`config.mk`:
```
export PLATFORM = sky130hd
export DESIGN_NAME = spi_reg_slave
export DESIGN_NICKNAME = d
export VERILOG_FILES = /design/src/rtl/spi_reg_slave.sv
export SDC_FILE = /design/constraint.sdc
export NUM_CORES = 1
export LEC_CHECK = 0
export ABC_AREA = 0
export CAP_MARGIN = 20
export CORE_MARGIN = 5
export CORE_UTILIZATION = 45
export CTS_CLUSTER_SIZE = 30
export DETAILED_ROUTE_END_ITERATION = 7
export GPL_TIMING_DRIVEN = 0
export PLACE_DENSITY = 0.67
export REMOVE_ABC_BUFFERS = 1
export SYNTH_ARGS = -nofsm -noshare
export SYNTH_HDL_FRONTEND = slang
export SYNTH_SLANG_ARGS = --single-unit
```
`constraint.sdc`:
```
create_clock -name clk -period 3.7 [get_ports clk]
set_input_delay 1.11 -clock clk [delete_from_list [all_inputs] [get_ports clk]]
set_output_delay 1.11 -clock clk [all_outputs]
set_load 0.005 [all_outputs]
```
`src/rtl/spi_reg_slave.sv`:
```
// rtl/spi_reg_slave.sv - SPI mode 0 write slave holding five PWM control registers
// Optional read path enabled by defining SPI_READBACK_EN.
module spi_reg_slave #(
    parameter int SYNC_STAGES = 2,
    parameter int MAX_ADDR    = 4
) (
    input  logic       clk,
    input  logic       rst,
    input  logic       sclk,
    input  logic       copi,
    input  logic       ncs,
    output logic       cipo,
    output logic [7:0] en_reg_out_7_0,
    output logic [7:0] en_reg_out_15_8,
    output logic [7:0] en_reg_pwm_7_0,
    output logic [7:0] en_reg_pwm_15_8,
    output logic [7:0] pwm_duty_cycle
);

    localparam int         NUM_REGS  = 5;
    localparam logic [6:0] MAX_A     = 7'(MAX_ADDR);
    localparam logic [4:0] FRAME_LEN = 5'd16;
    localparam logic [4:0] OVER_LEN  = 5'd17;

    typedef enum logic [1:0] {
        ST_IDLE,
        ST_SHIFT,
        ST_COMMIT
    } state_t;

    logic [SYNC_STAGES-1:0] sclk_sync;
    logic [SYNC_STAGES-1:0] copi_sync;
    logic [SYNC_STAGES-1:0] ncs_sync;
    logic                   sclk_d;
    logic                   ncs_d;

    logic sclk_s;
    logic copi_s;
    logic ncs_s;
    logic sclk_rise;
    logic ncs_rise;

    state_t      state;
    logic [4:0]  bit_cnt;
    logic [15:0] shift_reg;
    logic [7:0]  regs [0:NUM_REGS-1];

    logic        frame_ok;
    logic [6:0]  frame_addr;

    // Synchronizers reset to the idle bus level: sclk low, ncs high.
    always_ff @(posedge clk or posedge rst) begin
        if (rst) begin
            sclk_sync <= '0;
            copi_sync <= '0;
            ncs_sync  <= '1;
            sclk_d    <= 1'b0;
            ncs_d     <= 1'b1;
        end else begin
            sclk_sync <= {sclk_sync[SYNC_STAGES-2:0], sclk};
            copi_sync <= {copi_sync[SYNC_STAGES-2:0], copi};
            ncs_sync  <= {ncs_sync[SYNC_STAGES-2:0], ncs};
            sclk_d    <= sclk_sync[SYNC_STAGES-1];
            ncs_d     <= ncs_sync[SYNC_STAGES-1];
        end
    end

    assign sclk_s    = sclk_sync[SYNC_STAGES-1];
    assign copi_s    = copi_sync[SYNC_STAGES-1];
    assign ncs_s     = ncs_sync[SYNC_STAGES-1];
    assign sclk_rise = sclk_s & ~sclk_d;
    assign ncs_rise  = ncs_s & ~ncs_d;

    assign frame_addr = shift_reg[14:8];
    assign frame_ok   = (bit_cnt == FRAME_LEN) && shift_reg[15] && (frame_addr <= MAX_A);

    // The register write lands on the same edge that leaves SHIFT, so it is
    // visible SYNC_STAGES+1 clocks after the raw ncs rise.
    always_ff @(posedge clk or posedge rst) begin
        if (rst) begin
            state     <= ST_IDLE;
            bit_cnt   <= '0;
            shift_reg <= '0;
            for (int i = 0; i < NUM_REGS; i++) begin
                regs[i] <= '0;
            end
        end else begin
            case (state)
                ST_IDLE: begin
                    if (!ncs_s) begin
                        state     <= ST_SHIFT;
                        bit_cnt   <= '0;
                        shift_reg <= '0;
                    end
                end
                ST_SHIFT: begin
                    if (ncs_rise) begin
                        for (int i = 0; i < NUM_REGS; i++) begin
                            if (frame_ok && frame_addr == 7'(i)) begin
                                regs[i] <= shift_reg[7:0];
                            end
                        end
                        state     <= ST_COMMIT;
                        bit_cnt   <= '0;
                        shift_reg <= '0;
                    end else if (sclk_rise) begin
                        if (bit_cnt < FRAME_LEN) begin
                            shift_reg <= {shift_reg[14:0], copi_s};
                        end
                        if (bit_cnt < OVER_LEN) begin
                            bit_cnt <= bit_cnt + 5'd1;
                        end
                    end
                end
                ST_COMMIT: begin
                    bit_cnt   <= '0;
                    shift_reg <= '0;
                    state     <= ncs_s ? ST_IDLE : ST_SHIFT;
                end
                default: begin
                    state     <= ST_IDLE;
                    bit_cnt   <= '0;
                    shift_reg <= '0;
                end
            endcase
        end
    end

    assign en_reg_out_7_0  = regs[0];
    assign en_reg_out_15_8 = regs[1];
    assign en_reg_pwm_7_0  = regs[2];
    assign en_reg_pwm_15_8 = regs[3];
    assign pwm_duty_cycle  = regs[4];

`ifdef SPI_READBACK_EN
    logic       sclk_fall;
    logic [7:0] header;
    logic [7:0] rd_data;
    logic [7:0] tx_shift;
    logic [3:0] tx_left;
    logic       cipo_q;

    assign sclk_fall = ~sclk_s & sclk_d;
    // Header as it will look once the 8th bit is shifted in this cycle.
    assign header    = {shift_reg[6:0], copi_s};

    always_comb begin
        rd_data = 8'h00;
        for (int i = 0; i < NUM_REGS; i++) begin
            if (header[6:0] == 7'(i) && header[6:0] <= MAX_A) begin
                rd_data = regs[i];
            end
        end
    end

    always_ff @(posedge clk or posedge rst) begin
        if (rst) begin
            tx_shift <= '0;
            tx_left  <= '0;
            cipo_q   <= 1'b0;
        end else if (state != ST_SHIFT || ncs_rise) begin
            tx_shift <= '0;
            tx_left  <= '0;
            cipo_q   <= 1'b0;
        end else if (sclk_rise && bit_cnt == 5'd7 && !header[7]) begin
            tx_shift <= rd_data;
            tx_left  <= 4'd8;
        end else if (sclk_fall) begin
            if (tx_left != 4'd0) begin
                cipo_q   <= tx_shift[7];
                tx_shift <= {tx_shift[6:0], 1'b0};
                tx_left  <= tx_left - 4'd1;
            end else begin
                cipo_q <= 1'b0;
            end
        end
    end

    assign cipo = cipo_q;
`else
    assign cipo = 1'b0;
`endif

endmodule

```
==> impl_metrics.json <==
{
  "buffer_ports.inserted": 44,
  "avgSynthCellArea_um2": 14.9,
  "synthesis.area_um2": 2770,
  "synthToLayoutAreaGrowth_pct": 28.1,
  "drc_errors": 0,
  "synth_warnings": 0,
  "launch_instance_of_the_worst_register_to_register_path": "ncs_sync[1]",
  "layout.area.seq_um2": 1780,
  "finalInstanceArea_um2": 3540,
  "setup_viol": 0,
  "clk_latency_ns": 0.34,
  "cp_data_arrival_time_ns": 1.22,
  "drt_iter0_drc": 118,
  "top_layer": "met4",
  "setup.worst_path.class": "reg -> out",
  "n_antenna_cell": 0,
  "cp_cell_sequence": "clkdlybuf4s50_1",
  "first_global_vias": 1694,
  "total_of_max_cap_violations": 0,
  "startpoint_of_the_tightest_hold_check_path": "sclk_sync[0]",
  "route.vias.total": 1662,
  "worst_path_dominant_cell_family": "buffers and inverters",
  "p_leak_nw": 1.70,
  "yosys-top-cells-area": "sky130_fd_sc_hd__dfrtp_1 (62%), sky130_fd_sc_hd__mux2_2 (15%), sky130_fd_sc_hd__a22o_1 (5.7%)",
  "cp-end-kind": "primary output",
  "outcome": "finished, final reports clean",
  "largest_net_degree_at_the_start_of_global_routing": 72,
  "fin_skew_ns": 0.0106,
  "ir_worst_vdd_uv": 294,
  "cp_slowest_stage_delay_ns": 0.51,
  "met2_wirelength_um": 2420,
  "globalplace.congestion": 0.755,
  "final_period_minus_worst_setup_slack_ns": 2.33,
  "synth_largest_type_area_fraction_pct": 61.5,
  "placement.cell_area_um2": 3290,
  "rsz0062_at_grt": "no",
  "detailedRoute.firstPassIterationCount": 4,
  "chipHeight_um": 88.4,
  "postCtsHoldBufs": 0,
  "timing.final.max_slew_violations": 0,
  "cts.htree.levels": 3,
  "setup.worst_path.start_class": "flop",
  "start_util_pct": 46.4,
  "cts_tree": "built",
  "grt_antenna_before_repair": 0,
  "top_level_ports": 46,
  "stages_on_worst_setup_path": 1,
  "synth_cells": 186,
  "cts_root_buf": "sky130_fd_sc_hd__clkbuf_8",
  "cp_slowest_cell": "sky130_fd_sc_hd__clkdlybuf4s50_1",
  "timing.critical_path.buf_inv": 1,
  "worst_slew_pin_slew_ns": 0.840,
  "clk_path_buf_depth": 2,
  "groute.usage.overall_pct": 15.7,
  "timing.fmax_mhz": 430,
  "dieWidth_um": 88.4,
  "number_of_buffers_added_by_the_clock_tree_synthesis_step": 9,
  "final-hold-violation-count": 0,
  "drt_wl_total_um": 5390,
  "timing.reg2reg.worst_path_depth": 4,
  "setup.worst_path.start": "en_reg_out_15_8[0]",
  "global_route_wire_length_before_repair_um": 8950,
  "number_of_placement_rows": 28,
  "clk_pin_slew_worst_paths_ns": 0.07,
  "yosysTopAreaCell": "sky130_fd_sc_hd__dfrtp_1",
  "floorplan.die_area_um2": 7810,
  "route.detailed.wl_per_inst_um": 16.9,
  "post_cts_buffers": 0,
  "flip_flop_count_of_the_largest_register_after_layout": 16,
  "routed_via_density": 5.23,
  "cts_sinks": 71,
  "ys_ff_latch": 71,
  "post_detail_place_hpwl_um": 3420,
  "core_area_um2": 5960,
  "cp.required_ns": 2.59,
  "critical_path_peak_fanout": 2,
  "global_route.overflow_total": 0,
  "drive_gt1_share_pct": 29.2,
  "critical_path.endpoint": "en_reg_out_15_8[0]",
  "proportion_of_synthesized_chip_area_in_sequential_cells_pct": 64.4,
  "hold_path_class": "reg -> reg",
  "ant_nets": 0,
  "synthDistinctLibCells": 37,
  "final.fill_count": 482,
  "rr_endpoint": "en_reg_pwm_7_0[5]",
  "route.layer.met1.wl_um": 2550,
  "power_consumption_mw": 1.75,
  "cts_resized": 0,
  "slew_headroom_pct": 44.0,
  "timing.reg2reg.setup_slack_ns": 1.68,
  "met3WireLength_um": 294,
  "final.period_utilization_pct": 62.9,
  "final_nets": 245,
  "multi_input_comb_area_um2": 945,
  "powerDensity_nw_per_um2": 495
}
[worst min-delay path by stage]
stage,to,slack (ns),cells past startpoint
final,sclk_sync[1],0.35,0
after floorplan,copi_sync[1],0.33,0
after detailed placement,sclk_sync[1],0.34,0
after CTS,sclk_sync[1],0.35,0
after global placement,copi_sync[1],0.33,0
after global routing,ncs_sync[1],0.36,0
[cell usage after synthesis]
master	instances
sky130_fd_sc_hd__dfrtp_1	68
sky130_fd_sc_hd__or2_2	2
sky130_fd_sc_hd__buf_4	1
sky130_fd_sc_hd__nor4_2	2
sky130_fd_sc_hd__o21ai_0	1
sky130_fd_sc_hd__o22ai_1	1
sky130_fd_sc_hd__nand2_2	5
sky130_fd_sc_hd__nor3_1	2
sky130_fd_sc_hd__nor2b_1	1
sky130_fd_sc_hd__nand3_1	2
sky130_fd_sc_hd__o41ai_1	1
sky130_fd_sc_hd__a21bo_2	1
sky130_fd_sc_hd__nand2b_1	3
sky130_fd_sc_hd__inv_1	5
sky130_fd_sc_hd__mux2_2	37
sky130_fd_sc_hd__clkbuf_1	1
sky130_fd_sc_hd__a21boi_0	1
sky130_fd_sc_hd__nand4b_1	1
sky130_fd_sc_hd__nor3b_1	1
sky130_fd_sc_hd__or4_4	1
sky130_fd_sc_hd__nand2_1	4
sky130_fd_sc_hd__nor3b_2	1
sky130_fd_sc_hd__nand4bb_1	1
sky130_fd_sc_hd__a21oi_1	1
sky130_fd_sc_hd__a22oi_1	1
sky130_fd_sc_hd__dfstp_2	3
sky130_fd_sc_hd__o22a_1	1
sky130_fd_sc_hd__ha_1	2
sky130_fd_sc_hd__o211a_1	1
sky130_fd_sc_hd__nor3_2	1
sky130_fd_sc_hd__a22o_1	18
sky130_fd_sc_hd__mux2_1	4
sky130_fd_sc_hd__nor2_1	5
sky130_fd_sc_hd__nand4_1	1
sky130_fd_sc_hd__a31oi_1	2
sky130_fd_sc_hd__conb_1	1
sky130_fd_sc_hd__buf_2	2
[metrics by stage]
step / instances / utilization (%) / setup slack [ns] / hold slack, ns / TNS, ns
2_1_floorplan: 182 / - / 0.798 / 0.331 / 0
3_3_place_gp: 301 / 55.0 / -0.368 / 0.333 / -24.71
3_5_place_dp: 302 / 55.2 / 1.42 / 0.336 / 0
4_1_cts: 318 / 59.5 / 1.35 / 0.353 / 0
5_1_grt: 318 / 59.5 / 1.30 / 0.360 / 0
6_report: 318 / 59.5 / 1.37 / 0.351 / 0
[kinds of logic (layout without fill, tap and decap cells)]
group,after synthesis,in the layout,synth area share (%)
DFF,71,71,64.4
AOI/OAI and AO/OA,29,29,8.64
and+or+nand+nor,33,33,7.78
buffers and inverters,9,66,1.45
muxes,41,41,16.7
other,1,1,0.136
adders and majority gates,2,2,0.905
[final cells by class]
cell class | count | share of cell area (%)
Timing Repair Buffer | 45 | 12.6
Clock inverter | 5 | 2.93
Multi-Input combinational cell | 106 | 26.7
Tap cell | 75 | 2.65
Sequential cell | 71 | 50.2
Inverter | 5 | 0.600
Clock buffer | 11 | 4.27
[cells in the final DEF (no fill, tap or decap), types with 2 or more instances in the layout]
cell type,count
sky130_fd_sc_hd__ha_1,2
sky130_fd_sc_hd__nand2_2,5
sky130_fd_sc_hd__inv_1,4
sky130_fd_sc_hd__nor3_1,2
sky130_fd_sc_hd__a31oi_1,2
sky130_fd_sc_hd__or2_2,2
sky130_fd_sc_hd__nor4_2,2
sky130_fd_sc_hd__bufinv_16,3
sky130_fd_sc_hd__mux2_2,37
sky130_fd_sc_hd__mux2_1,4
sky130_fd_sc_hd__nand3_1,2
sky130_fd_sc_hd__dfrtp_1,68
sky130_fd_sc_hd__nor2_1,5
sky130_fd_sc_hd__nand2_1,4
sky130_fd_sc_hd__a22o_1,18
sky130_fd_sc_hd__clkdlybuf4s50_1,44
sky130_fd_sc_hd__dfstp_2,3
sky130_fd_sc_hd__clkbuf_8,11
sky130_fd_sc_hd__nand2b_1,3
[metal layers]
| metal | track usage (%) | vias up |
|---|---|---|
| met1 | 22.0 | 832 |
| met4 | 7.83 | 0 |
| met5 | 0 | - |
| li1 | - | 783 |
| met3 | 5.31 | 8 |
| met2 | 21.6 | 39 |
[report_power, final]
group	switching, mW	internal, mW	total (mW)	leakage, nW
combinational	0.0939	0.0550	0.149	0.605
clock	0.285	0.485	0.770	0.130
sequential	0.0310	0.803	0.834	0.966
total	0.410	1.34	1.75	1.70
Note: power is estimated with default switching activity, not from simulation.
